File: src/rtl/ddr_axi_tester.sv
// AXI-subset write/read-back tester for the DDR controller slave port.
// Writes NUM_BURSTS bursts of a seeded counting pattern, reads each back and tallies mismatches.
module ddr_axi_tester #(
    parameter int BA_BITS    = 2,
    parameter int ROW_BITS   = 13,
    parameter int COL_BITS   = 11,
    parameter int DQ_LEVEL   = 1,
    localparam int DW        = 8 << DQ_LEVEL,
    localparam int AW        = BA_BITS + ROW_BITS + COL_BITS + DQ_LEVEL - 1,
    parameter int BURST_LEN  = 7,
    parameter int NUM_BURSTS = 4,
    parameter logic [AW-1:0] BASE_ADDR = '0,
    parameter logic [AW-1:0] ADDR_STEP = AW'('h100),
    parameter logic [15:0]   SEED      = 16'hA5C3,
    parameter int TIMEOUT    = 4095
) (
    input  logic          core_clk,
    input  logic          core_rstn_sync,
    input  logic          init_done,
    input  logic          start,
    output logic          awvalid,
    input  logic          awready,
    output logic [AW-1:0] awaddr,
    output logic [7:0]    awlen,
    output logic          wvalid,
    input  logic          wready,
    output logic [DW-1:0] wdata,
    output logic          wlast,
    input  logic          bvalid,
    output logic          bready,
    output logic          arvalid,
    input  logic          arready,
    output logic [AW-1:0] araddr,
    output logic [7:0]    arlen,
    input  logic          rvalid,
    output logic          rready,
    input  logic [DW-1:0] rdata,
    input  logic          rlast,
    output logic          busy,
    output logic          done,
    output logic          pass,
    output logic          timeout,
    output logic [15:0]   err_cnt,
    output logic [AW-1:0] first_err_addr
);

    typedef enum logic [2:0] {
        S_IDLE, S_AW, S_W, S_B, S_AR, S_R, S_NEXT, S_DONE
    } state_t;

    localparam logic [11:0] TO_LIM = 12'(TIMEOUT);
    localparam logic [7:0]  BLEN8  = 8'(BURST_LEN);
    localparam logic [8:0]  BLEN9  = 9'(BURST_LEN);
    localparam logic [15:0] BEATS  = 16'(BURST_LEN + 1);
    localparam logic [16:0] NB17   = 17'(NUM_BURSTS);

    state_t        state, state_nx;
    logic [11:0]   wd_cnt;
    logic [15:0]   bidx;
    logic [15:0]   bbase;       // b*(BURST_LEN+1), first pattern index of the burst
    logic [8:0]    k;
    logic [AW-1:0] cur_addr;
    logic          timeout_r;
    logic          wd_hit;
    logic          k_last;
    logic [15:0]   pat;
    logic [DW-1:0] pat_full;
    logic          go;
    logic          r_fire;
    logic          beat_err;

    assign k_last   = (k == BLEN9);
    assign pat      = (bbase + {7'd0, k}) ^ SEED;
    assign pat_full = {(DW/16){pat}};
    assign go       = start & init_done;

    // Watchdog only arms in states that wait on the slave
    always_comb begin
        wd_hit = 1'b0;
        if (state == S_AW || state == S_W || state == S_B || state == S_AR || state == S_R)
            wd_hit = (wd_cnt == TO_LIM);
    end

    assign awvalid = (state == S_AW) & ~wd_hit;
    assign arvalid = (state == S_AR) & ~wd_hit;
    assign wvalid  = (state == S_W)  & ~wd_hit;
    assign rready  = (state == S_R)  & ~wd_hit;
    // The controller closes a read on bready, so it stays high through R
    assign bready  = ((state == S_B) | (state == S_R)) & ~wd_hit;
    assign awaddr  = cur_addr;
    assign araddr  = cur_addr;
    assign awlen   = awvalid ? BLEN8 : 8'd0;
    assign arlen   = arvalid ? BLEN8 : 8'd0;
    assign wdata   = wvalid ? pat_full : '0;
    assign wlast   = wvalid & k_last;

    assign busy    = (state != S_IDLE) & (state != S_DONE);
    assign done    = (state == S_DONE);
    assign pass    = done & (err_cnt == 16'd0) & ~timeout_r;
    assign timeout = timeout_r;

    assign r_fire   = rvalid & rready;
    assign beat_err = (rdata != pat_full) | (rlast != k_last);

    always_comb begin
        state_nx = state;
        case (state)
            S_IDLE, S_DONE: if (go) state_nx = S_AW;
            S_AW: begin
                if (wd_hit)                 state_nx = S_DONE;
                else if (awvalid & awready) state_nx = S_W;
            end
            S_W: begin
                if (wd_hit)                          state_nx = S_DONE;
                else if (wvalid & wready & k_last)   state_nx = S_B;
            end
            S_B: begin
                if (wd_hit)      state_nx = S_DONE;
                else if (bvalid) state_nx = S_AR;
            end
            S_AR: begin
                if (wd_hit)                 state_nx = S_DONE;
                else if (arvalid & arready) state_nx = S_R;
            end
            S_R: begin
                if (wd_hit)                          state_nx = S_DONE;
                else if (r_fire & (rlast | k_last))  state_nx = S_NEXT;
            end
            S_NEXT: state_nx = (({1'b0, bidx} + 17'd1) == NB17) ? S_DONE : S_AW;
            default: state_nx = S_IDLE;
        endcase
    end

    always_ff @(posedge core_clk) begin
        if (!core_rstn_sync) begin
            state          <= S_IDLE;
            wd_cnt         <= '0;
            bidx           <= '0;
            bbase          <= '0;
            k              <= '0;
            cur_addr       <= '0;
            timeout_r      <= 1'b0;
            err_cnt        <= '0;
            first_err_addr <= '0;
        end else begin
            state <= state_nx;
            if (state_nx != state)
                wd_cnt <= '0;
            else if (wd_cnt != 12'hFFF)
                wd_cnt <= wd_cnt + 12'd1;

            case (state)
                S_IDLE, S_DONE: begin
                    if (go) begin
                        bidx      <= '0;
                        bbase     <= '0;
                        k         <= '0;
                        cur_addr  <= BASE_ADDR;
                        err_cnt   <= '0;
                        timeout_r <= 1'b0;
                    end
                end
                S_AW, S_AR: k <= '0;
                S_W: if (wvalid & wready) k <= k_last ? 9'd0 : k + 9'd1;
                S_R: begin
                    if (r_fire) begin
                        k <= k + 9'd1;
                        if (beat_err) begin
                            if (err_cnt != 16'hFFFF) err_cnt <= err_cnt + 16'd1;
                            if (err_cnt == 16'd0)    first_err_addr <= cur_addr;
                        end
                    end
                end
                S_NEXT: begin
                    bidx     <= bidx + 16'd1;
                    bbase    <= bbase + BEATS;
                    cur_addr <= cur_addr + ADDR_STEP;
                    k        <= '0;
                end
                default: ;
            endcase

            if (wd_hit) timeout_r <= 1'b1;
        end
    end

endmodule

File: config.mk
export PLATFORM = sky130hd
export DESIGN_NAME = ddr_axi_tester
export DESIGN_NICKNAME = d
export VERILOG_FILES = /design/src/rtl/ddr_axi_tester.sv
export SDC_FILE = /design/constraint.sdc
export NUM_CORES = 1
export LEC_CHECK = 0
export CORE_MARGIN = 4
export CORE_UTILIZATION = 47
export DETAILED_ROUTE_END_ITERATION = 12
export PLACE_DENSITY = 0.79
export SYNTH_ARGS = -nofsm -noshare
export SYNTH_HDL_FRONTEND = slang
export SYNTH_SLANG_ARGS = --single-unit
export TNS_END_PERCENT = 30
File: constraint.sdc
create_clock -name core_clk -period 3.3 [get_ports core_clk]
set_clock_uncertainty 0.15 [all_clocks]
set_input_delay 0.99 -clock core_clk [delete_from_list [all_inputs] [get_ports core_clk]]
set_output_delay 0.99 -clock core_clk [all_outputs]
set_load 0.01 [all_outputs]
Yosys cells after proc, flatten, opt, wreduce, memory -nomap -nowiden
Cells that the tools add are included.
{ "totals": {"register_bits": 125, "input_bits": 26, "output_inout_bits": 136} }
{ "classes": {"add_sub_neg": 8, "n_eq_ne": 21, "mux": 34, "bitwise_logic": 23, "reduce_logical": 20} }
{ "op_table": {"columns": ["cell", "n"], "rows": [
  ["case mux 16 bit (2 select lines)", 3],
  ["two-way mux 16 bit", 5],
  ["case mux 26 bit (2 select lines)", 1],
  ["two-way mux 3 bit", 14],
  ["two-way mux 9 bit", 4],
  ["case mux 9 bit (4 select lines)", 1],
  ["adder 16 x 1 -> 16 bit (second input constant)", 2],
  ["adder 26 x 9 -> 26 bit (second input constant)", 1],
  ["two-way mux 26 bit", 1],
  ["case mux 3 bit (7 select lines)", 1],
  ["adder 16 x 1 -> 17 bit (second input constant)", 1],
  ["equality test 17 x 3 -> 1 bit (second input constant)", 1],
  ["adder 16 x 4 -> 16 bit (second input constant)", 1],
  ["adder 16 x 9 -> 16 bit", 1],
  ["bitwise AND 1 bit", 16],
  ["zero test 16 bit", 1],
  ["!= test 16 bit", 1],
  ["!= test 16 bit (second input constant)", 1],
  ["adder 12 x 1 -> 12 bit (second input constant)", 1],
  ["equality test 12 bit (second input constant)", 1],
  ["equality test 3 bit (second input constant)", 4],
  ["!= test 12 bit (second input constant)", 1],
  ["adder 9 x 1 -> 9 bit (second input constant)", 1],
  ["equality test 9 x 3 -> 1 bit (second input constant)", 1],
  ["21 further kinds", 41]
]} }

Longest topological paths before layout
Gate-level depths: netlist of the first run.
{ "depth": {"depth_word": 15, "ltp_mapped": 14, "depth_no_buf": 13} }

Worst setup path before layout of the first run
Ideal clock, no wire load.
{ "synth_timing": {"path_kind": "reg2reg", "from": "register k[7]", "to": "register first_err_addr[15]", "setup_time_ps": 120, "t_arrival_ps": 2853, "required_ps": 3030, "slack_ps": 178, "path_stages_with_launch": 13, "path_cell_list": "dfxtp_1 or4_1 nor4_1 inv_1 ha_1 nor3_1 nand4_1 nor4_1 and4_1 nor3_2 buf_6 buf_6 mux2i_1"} }
{ "synth_between": {"elab_chain_cells": 5, "elab_cells_between_ends": 7, "cone_classes": "add/sub: 1; eq/ne: 3; bitwise: 2; reduce/logical: 1"} }
{ "synth_lines": {"columns": ["item", "line_no", "source"], "rows": [
  ["start: declaration", "61", "logic [8:0] k;"],
  ["start signal: assignment", "164", "S_W: if (wvalid & wready) k <= k_last ? 9'd0 : k + 9'd1;"],
  ["start signal: assignment", "167", "k <= k + 9'd1;"],
  ["adder 16 x 9 -> 16 bit", "73", "assign pat = (bbase + {7'd0, k}) ^ SEED;"],
  ["inverter 8 bit (no line)", null, null],
  ["!= test 16 bit", "103", "assign beat_err = (rdata != pat_full) | (rlast != k_last);"],
  ["bitwise OR 1 bit (*)", "103", null],
  ["AND reduction 4 bit (no line) (*)", null, null],
  ["end signal: assignment", "170", "if (err_cnt == 16'd0) first_err_addr <= cur_addr;"],
  ["end: declaration", "44", "output logic [AW-1:0] first_err_addr"]
]} }
Every way passes the cells marked *; elsewhere a longest branch is shown, timed or not.
A chain may end at the register's enable or synchronous reset.

Final worst setup path of the first run
{ "layout_timing": {"from": "register k[4]", "to": "output wdata[14]"} }
{ "layout_between": {"elab_chain_cells": 2} }
{ "layout_lines": {"columns": ["item", "line_no", "source"], "rows": [
  ["adder 16 x 9 -> 16 bit", "73", null],
  ["two-way mux 16 bit", "94", "assign wdata = wvalid ? pat_full : '0;"],
  ["end: declaration", "27", "output logic [DW-1:0] wdata,"]
]} }
Every way passes these cells.

==> summary.md, run 1 <==
| Metric | Value |
|---|---|
| Run status | `finished with violations` |
| Violated checks | `negative setup slack` |
| Nets | `~1100` |
| Largest net degree at the start of global routing | `43` |
| Worst EP arrival | `2.21 ns` |
| Global-route usage over all layers | `22.2%` |
| Initial antenna violation count | `0` |
| Clk buf depth | `2` |
| Mapped Area | `~0.0072 sq mm` |
| Final GP Congestion | `0.952` |
| Register area share after synthesis | `a little under 30%` |
| Placed wire-length estimate | `about 14 mm` |
| DR iter-0 viols | `619` |
| Final ANT Viol Nets | `0` |
| Worst slew margin | `62.0%` |
| Clock tree root driver cell | `clkbuf_16` |
| Multi-input logic area | `0.00465 sq mm` |
| First-pass GRT wire length | `~33 mm` |
| Placed instance area | `0.00876 sq mm` |
| Pre-CTS WS | `-0.256 ns` |
| Yosys reg bits | `106` |
| Fill count | `1309` |
| Initial core utilization | `47.7%` |
| WP data required | `2.16 ns` |
| Fin util | `about three fifths` |
| Worst-margin pin slew | `0.569 ns` |
| Tcrit/Tclk final | `101%` |
| Commonest non-fill, non-tap cell in the layout | `nand2_1` |
| Power Density | `393 mW/mm^2` |
| H-tree depth | `3` |
| Area delta synth->final | `29.5%` |
| Yosys warns | `0` |
| Final Setup Violations | `1` |
| Max-Cap Viols | `0` |
| Buffers added on ports | `127` |
| Die area | `0.0174 sq mm` |
| FFs w/ async S/R, synth | `0%` |
| Layout cell share with drive strength beyond 1 | `16.0%` |
| WS Path Type | `reg2out` |
| Design area | `about 0.0093 sq mm` |
| Hold WC Path Type | `reg2reg` |
| Main synth FF type | `dfxtp_1` |
| Sink Count | `approximately 110` |
| Avg Vias per Cell | `5.73` |
| Synth cell types | `72` |
| FF/Latch Area | `roughly 0.0021 sq mm` |
| Num CTS Buffers | `9` |
| Maximum vdd drop | `~290 uV` |
| I/O pin total | `162` |
| Crit end category | `primary output` |
| Reg clk slew, reported paths | `0.08 ns` |
| Die height | `132 um` |
| Clk Latency, worst-skew pair | `0.36 ns` |
| TNS Setup | `-0.0471 ns` |
| Core region area | `0.0151 sq mm` |
| CTS tree | `done` |
| Routed WL | `20.3 mm` |
| Vias in the first global route | `~6800` |
| Pre-antenna DRT Iters | `5` |
| Tmin final | `between 3 and 4 ns` |
| Fmax | `299 MHz` |
| # rows | `45` |
| Post-DR wirelength/cell | `between 15 and 20 um` |
| Syn avg cell area | `7.66 sq um` |
| Vias post-DR | `7369` |
| Synthesized instance count | `942` |
| Setup ws final | `-0.0471 ns` |
| Critical path peak fanout | `4` |
| Gr ovfl total | `0` |
| DIE WIDTH | `132 um` |
| # diodes | `0` |
| Final hold vios | `0` |
| P_leak | `3.71 nW` |
| Critical Path Source Type | `flip-flop` |
| RSZ-0062 raised after global routing | `yes` |
| EDFF count, synth | `0` |
| Final Max Tran Viols | `0` |
| Commonest cells after routing, fill and taps aside | `nand2_1, clkdlybuf4s50_1, dfxtp_1` |
| Detailed-route DRC error count | `0` |
kinds of logic (layout without fill, tap and decap cells):
family | after synthesis | count (layout) | share of synthesized area, %
and+or+nand+nor | 422 | 422 | 29.7
AOI/OAI and AO/OA | 191 | 191 | 17.9
buffers and inverters | 127 | 249 | 10.2
DFF | 106 | 106 | 29.4
xor gates and xnor gates | 54 | 54 | 6.55
muxes | 26 | 26 | 3.64
adders and majority gates | 15 | 15 | 2.60
other | 1 | 34 | 0.0520
state kept, by name (all words and copies together) (netlist names):
register        count
araddr             18
err_cnt            16
state               3
first_err_addr     18
bidx               16
k                   9
timeout             1
wd_cnt             12
bbase              13
critical path: stages (launching register included):
cell	delay, ns
dfxtp_4	0.37
ha_4	0.21
a211o_1	0.28
and4_4	0.20
or2_4	0.27
buf_6	0.13
nand2_4	0.05
xor2_1	0.15
nor2_1	0.05
buf_2	0.13
area by class of cell:
type                    count  area share [%]
well taps                 188            2.52
flip-flops and latches    106            22.8
multi-input cells         742            49.8
clock buffers               9            2.41
inverters                  11           0.442
clock inverters             7           0.830
repair buffers            222            21.2
power by group:
group | internal (mW) | switching [mW] | total (mW)
combinational | 0.521 | 0.698 | 1.22
clock | 0.542 | 0.557 | 1.10
sequential | 1.31 | 0.0446 | 1.36
total | 2.38 | 1.30 | 3.68
layer usage:
metal | vias to the layer above | share of wire, % | track usage, %
met2 | 278 | 48 | 36.8
met5 | - | 0 | 0
met1 | 3473 | 45 | 29.9
met3 | 33 | 5.6 | 4.27
li1 | 3585 | - | -
met4 | 0 | 1.6 | 5.19
metrics by stage:
step                total power, mW  hold slack (ns)  cells
floorplan                      2.13            0.285    975
global placement               2.57            0.291   1251
detailed placement             2.57            0.300   1251
CTS                            3.64            0.315   1283
global route                   3.84            0.332   1285
finish                         3.68            0.310   1285
path summary, 6_finish.rpt:
path                            slack [ns]  depth (start not counted)                             from                               to
worst max register to register        0.07                         19                k[4]$_SDFFE_PN0P_           wd_cnt[6]$_SDFFE_PP0P_
worst min-delay path                  0.31                          2  first_err_addr[17]$_SDFFE_PN0P_  first_err_addr[17]$_SDFFE_PN0P_
worst max-delay path                 -0.05                          9                k[4]$_SDFFE_PN0P_                        wdata[14]
worst min register to register        0.31                          2  first_err_addr[17]$_SDFFE_PN0P_  first_err_addr[17]$_SDFFE_PN0P_
cell usage after synthesis (4+ instances only):
cell	instances	area (sq um)
o211a_1	4	40.0
a22oi_1	9	67.6
o21ai_0	47	235
o41ai_1	6	52.6
dfxtp_1	106	2120
nand4_1	23	144
xnor2_1	26	228
mux2i_1	24	240
inv_1	11	41.3
o211ai_1	12	90.1
nor3b_1	4	30.0
buf_2	12	60.1
o21a_1	5	37.5
nand2b_1	5	31.3
or2_2	5	31.3
ha_1	15	188
nor2_1	82	308
a211oi_1	8	60.1
and4_1	5	43.8
nand2_1	113	424
and3_1	28	175
nor3_1	27	135
nor4_1	11	68.8
xor2_1	28	245
o31ai_1	8	60.1
buf_4	59	443
a21oi_1	37	185
nor2b_1	21	131
or3_1	6	37.5
and2_1	23	144
nand3_1	48	240
a21boi_0	8	60.1
clkbuf_1	40	150
a31oi_1	8	50.1
what timing repair did:
item / CTS / global route
pin swaps: 7 / 6
resized for setup: 67 / 30
setup endpoints to repair: 59 / 62
hold buffers: 0 / 0
gates cloned: 0 / 1
buffers inserted: 16 / 3
Power figures use the tool's default switching activity.
==> run 2: changes to the inputs <==
--- a/config.mk
+++ b/config.mk
@@ -12,4 +12,3 @@
 export SYNTH_ARGS = -nofsm -noshare
 export SYNTH_HDL_FRONTEND = slang
 export SYNTH_SLANG_ARGS = --single-unit
-export TNS_END_PERCENT = 30
==> run 2 against run 1 <==
Against the previous run:
- the flow still finishes with violations (negative setup slack)
- first-iteration DRC count is 3.9% lower
- critical path depth stayed put
- hold slack better by 0.00086 ns
- sequential cell count stayed put
- sequential power hardly changed
- largest cell class unchanged
- largest power group unchanged
==> summary.md, run 2 (same netlist as run 1, synthesis figures left out) <==
| Metric | Value |
|---|---|
| Area delta synth->final | `29.6% (was 29.5%)` |
| Maximum vdd drop | `297 uV (was 295 uV)` |
| Final Setup Violations | `1 (unchanged)` |
| Clk Latency, worst-skew pair | `0.36 ns (about the same)` |
| # rows | `45 (unchanged)` |
| Worst EP arrival | `2.21 ns (about the same)` |
| Setup ws final | `-0.0459 ns (was -0.0471 ns)` |
| DIE WIDTH | `132 um (unchanged)` |
| Clk buf depth | `2 (unchanged)` |
| Final GP Congestion | `0.952 (unchanged)` |
| Gr ovfl total | `0 (unchanged)` |
| WS Path Type | `reg2out (unchanged)` |
| Num CTS Buffers | `9 (unchanged)` |
| Die height | `132 um (unchanged)` |
| DR iter-0 viols | `595 (was 619)` |
| I/O pin total | `162 (unchanged)` |
| Run status | `finished with violations (unchanged)` |
| Initial antenna violation count | `0 (unchanged)` |
| H-tree depth | `3 (unchanged)` |
| Final ANT Viol Nets | `0 (unchanged)` |
| P_leak | `3.72 nW (was 3.71 nW)` |
| Worst Reg-to-Reg Cells | `19 (unchanged)` |
| Routed WL | `20.3 mm (about the same)` |
| Final Max Tran Viols | `0 (unchanged)` |
| Max-Cap Viols | `0 (unchanged)` |
| Worst-margin pin slew | `0.565 ns (was 0.569 ns)` |
| Worst slew margin | `62.2% (was 62.0%)` |
| Buffers added on ports | `127 (unchanged)` |
| Critical Path End | `wdata[14] (unchanged)` |
| Crit-path max cell delay | `0.37 ns (about the same)` |
| Worst setup path start | `k[4]$_SDFFE_PN0P_ (unchanged)` |
| Gr busiest metal | `met2 (unchanged)` |
| Grt met1 use | `30.1% (was 29.9%)` |
| Hold WC Path Type | `reg2reg (unchanged)` |
| Clock tree root driver cell | `clkbuf_16 (unchanged)` |
| Critical path peak fanout | `4 (unchanged)` |
| RSZ-0062 raised after global routing | `yes (unchanged)` |
| TNS Setup | `-0.0459 ns (was -0.0471 ns)` |
| Final hold vios | `0 (unchanged)` |
| Violated checks | `negative setup slack (unchanged)` |
| Die area | `0.0174 sq mm (unchanged)` |
| Largest net degree at the start of global routing | `43 (unchanged)` |
| Crit end category | `primary output (unchanged)` |
| Layout cell share with drive strength beyond 1 | `16.2% (was 16.0%)` |
| Vias in the first global route | `6750 (was 6762)` |
| CTS tree | `done (unchanged)` |
| RR Startpoint | `k[4]$_SDFFE_PN0P_ (unchanged)` |
| Commonest cells after routing, fill and taps aside | `nand2_1, clkdlybuf4s50_1, dfxtp_1 (unchanged)` |
| Reg clk slew, reported paths | `0.08 ns (about the same)` |
| Post-DR wirelength/cell | `15.8 um (about the same)` |
| Placed wire-length estimate | `14.3 mm (unchanged)` |
| Slowest cell on crit path | `dfxtp_4 (unchanged)` |
| Tmin final | `3.35 ns (about the same)` |
| Vias post-DR | `7340 (was 7369)` |
| R2R setup slack | `0.07 ns (about the same)` |
| Global-route usage over all layers | `22.2% (about the same)` |
| Tcrit/Tclk final | `101% (about the same)` |
| Fmax | `299 MHz (about the same)` |
| First-pass GRT wire length | `33.0 mm (about the same)` |
| Fin util | `61.8% (was 61.7%)` |
| Nets | `1134 (was 1133)` |
| Critical Path Source Type | `flip-flop (unchanged)` |
| Pre-antenna DRT Iters | `6 (was 5)` |
| M2 GR Usage | `36.7% (was 36.8%)` |
| Core region area | `0.0151 sq mm (unchanged)` |
| Crit-path cells | `ha_4, a211o_1, and4_4, or2_4, buf_6, nand2_4, xor2_1, nor2_1, buf_2 (unchanged)` |
| Power Density | `393 mW/mm^2 (about the same)` |
| # diodes | `0 (unchanged)` |
| Sink Count | `106 (unchanged)` |
| Commonest non-fill, non-tap cell in the layout | `nand2_1 (unchanged)` |
| Hold Buf Count CTS | `0 (unchanged)` |
| Met3 usage | `4.27% (unchanged)` |
| Detailed-route DRC error count | `0 (unchanged)` |
| Avg Vias per Cell | `5.71 (was 5.73)` |
| WP data required | `2.16 ns (about the same)` |
| Initial core utilization | `47.7% (unchanged)` |
| FF-to-FF End | `wd_cnt[6]$_SDFFE_PP0P_ (unchanged)` |
==> run 2: timing repair <==
action	4_1_cts	5_1_grt
pin swaps	7	6
endpoints found under the setup margin	59	62
gates cloned	0	1
gates resized for setup	68	31
buffers inserted	16	4
==> run 2: cell type report <==
cell class | count | area (sq um)
inverters | 11 | 41.3
clock inverters | 7 | 77.6
well taps | 188 | 235
repair buffers | 223 | 1990
fillers | 1310 | 5790
multi-input cells | 742 | 4660
clock buffers | 9 | 225
flip-flops and latches | 106 | 2130
==> run 2: worst min path at each step <==
| stage | from | end | cells past startpoint |
|---|---|---|---|
| 2_1_floorplan | bidx[6]$_SDFFE_PN0P_ | bidx[6]$_SDFFE_PN0P_ | 1 |
| 3_3_place_gp | first_err_addr[15]$_SDFFE_PN0P_ | first_err_addr[15]$_SDFFE_PN0P_ | 2 |
| 3_5_place_dp | first_err_addr[17]$_SDFFE_PN0P_ | first_err_addr[17]$_SDFFE_PN0P_ | 2 |
| 4_1_cts | first_err_addr[17]$_SDFFE_PN0P_ | first_err_addr[17]$_SDFFE_PN0P_ | 2 |
| 5_1_grt | first_err_addr[20]$_SDFFE_PN0P_ | first_err_addr[20]$_SDFFE_PN0P_ | 2 |
| 6_report | first_err_addr[17]$_SDFFE_PN0P_ | first_err_addr[17]$_SDFFE_PN0P_ | 2 |
==> run 2: per-layer routing <==
layer / vias to the layer above / part of all wire (%)
met5: - / 0
met4: 0 / 1.4
met3: 29 / 5.8
met2: 253 / 48
met1: 3471 / 45
li1: 3587 / -
==> run 2: through the flow <==
step           total power, mW  std cells  cell area (sq um)  setup slack, ns  hold WS (ns)
2_1_floorplan             2.13        975               7340            0.178         0.285
3_3_place_gp              2.57       1251               8760           -0.183         0.291
3_5_place_dp              2.57       1251               8760           -0.256         0.300
4_1_cts                   3.64       1283               9230          -0.0496         0.315
5_1_grt                   3.85       1286               9360           -0.120         0.332
6_report                  3.68       1286               9360          -0.0459         0.311
==> run 2: power breakdown <==
part / internal (mW) / leakage, nW / total, mW / switching (mW)
Clock: 0.542 / 0.146 / 1.10 / 0.560
Sequential: 1.31 / 0.858 / 1.35 / 0.0442
Combinational: 0.522 / 2.71 / 1.22 / 0.698
Total: 2.37 / 3.72 / 3.68 / 1.30
==> run 2: critical path: cells and delay by family (launching register included) <==
| family | cells | cell delay (ns) |
|---|---|---|
| AND/OR/NAND/NOR | 4 | 0.57 |
| flip-flops | 1 | 0.37 |
| AO/OA/AOI/OAI | 1 | 0.28 |
| buffers and inverters | 2 | 0.26 |
| adder cells (fa/ha/maj) | 1 | 0.21 |
| XOR/XNOR | 1 | 0.15 |
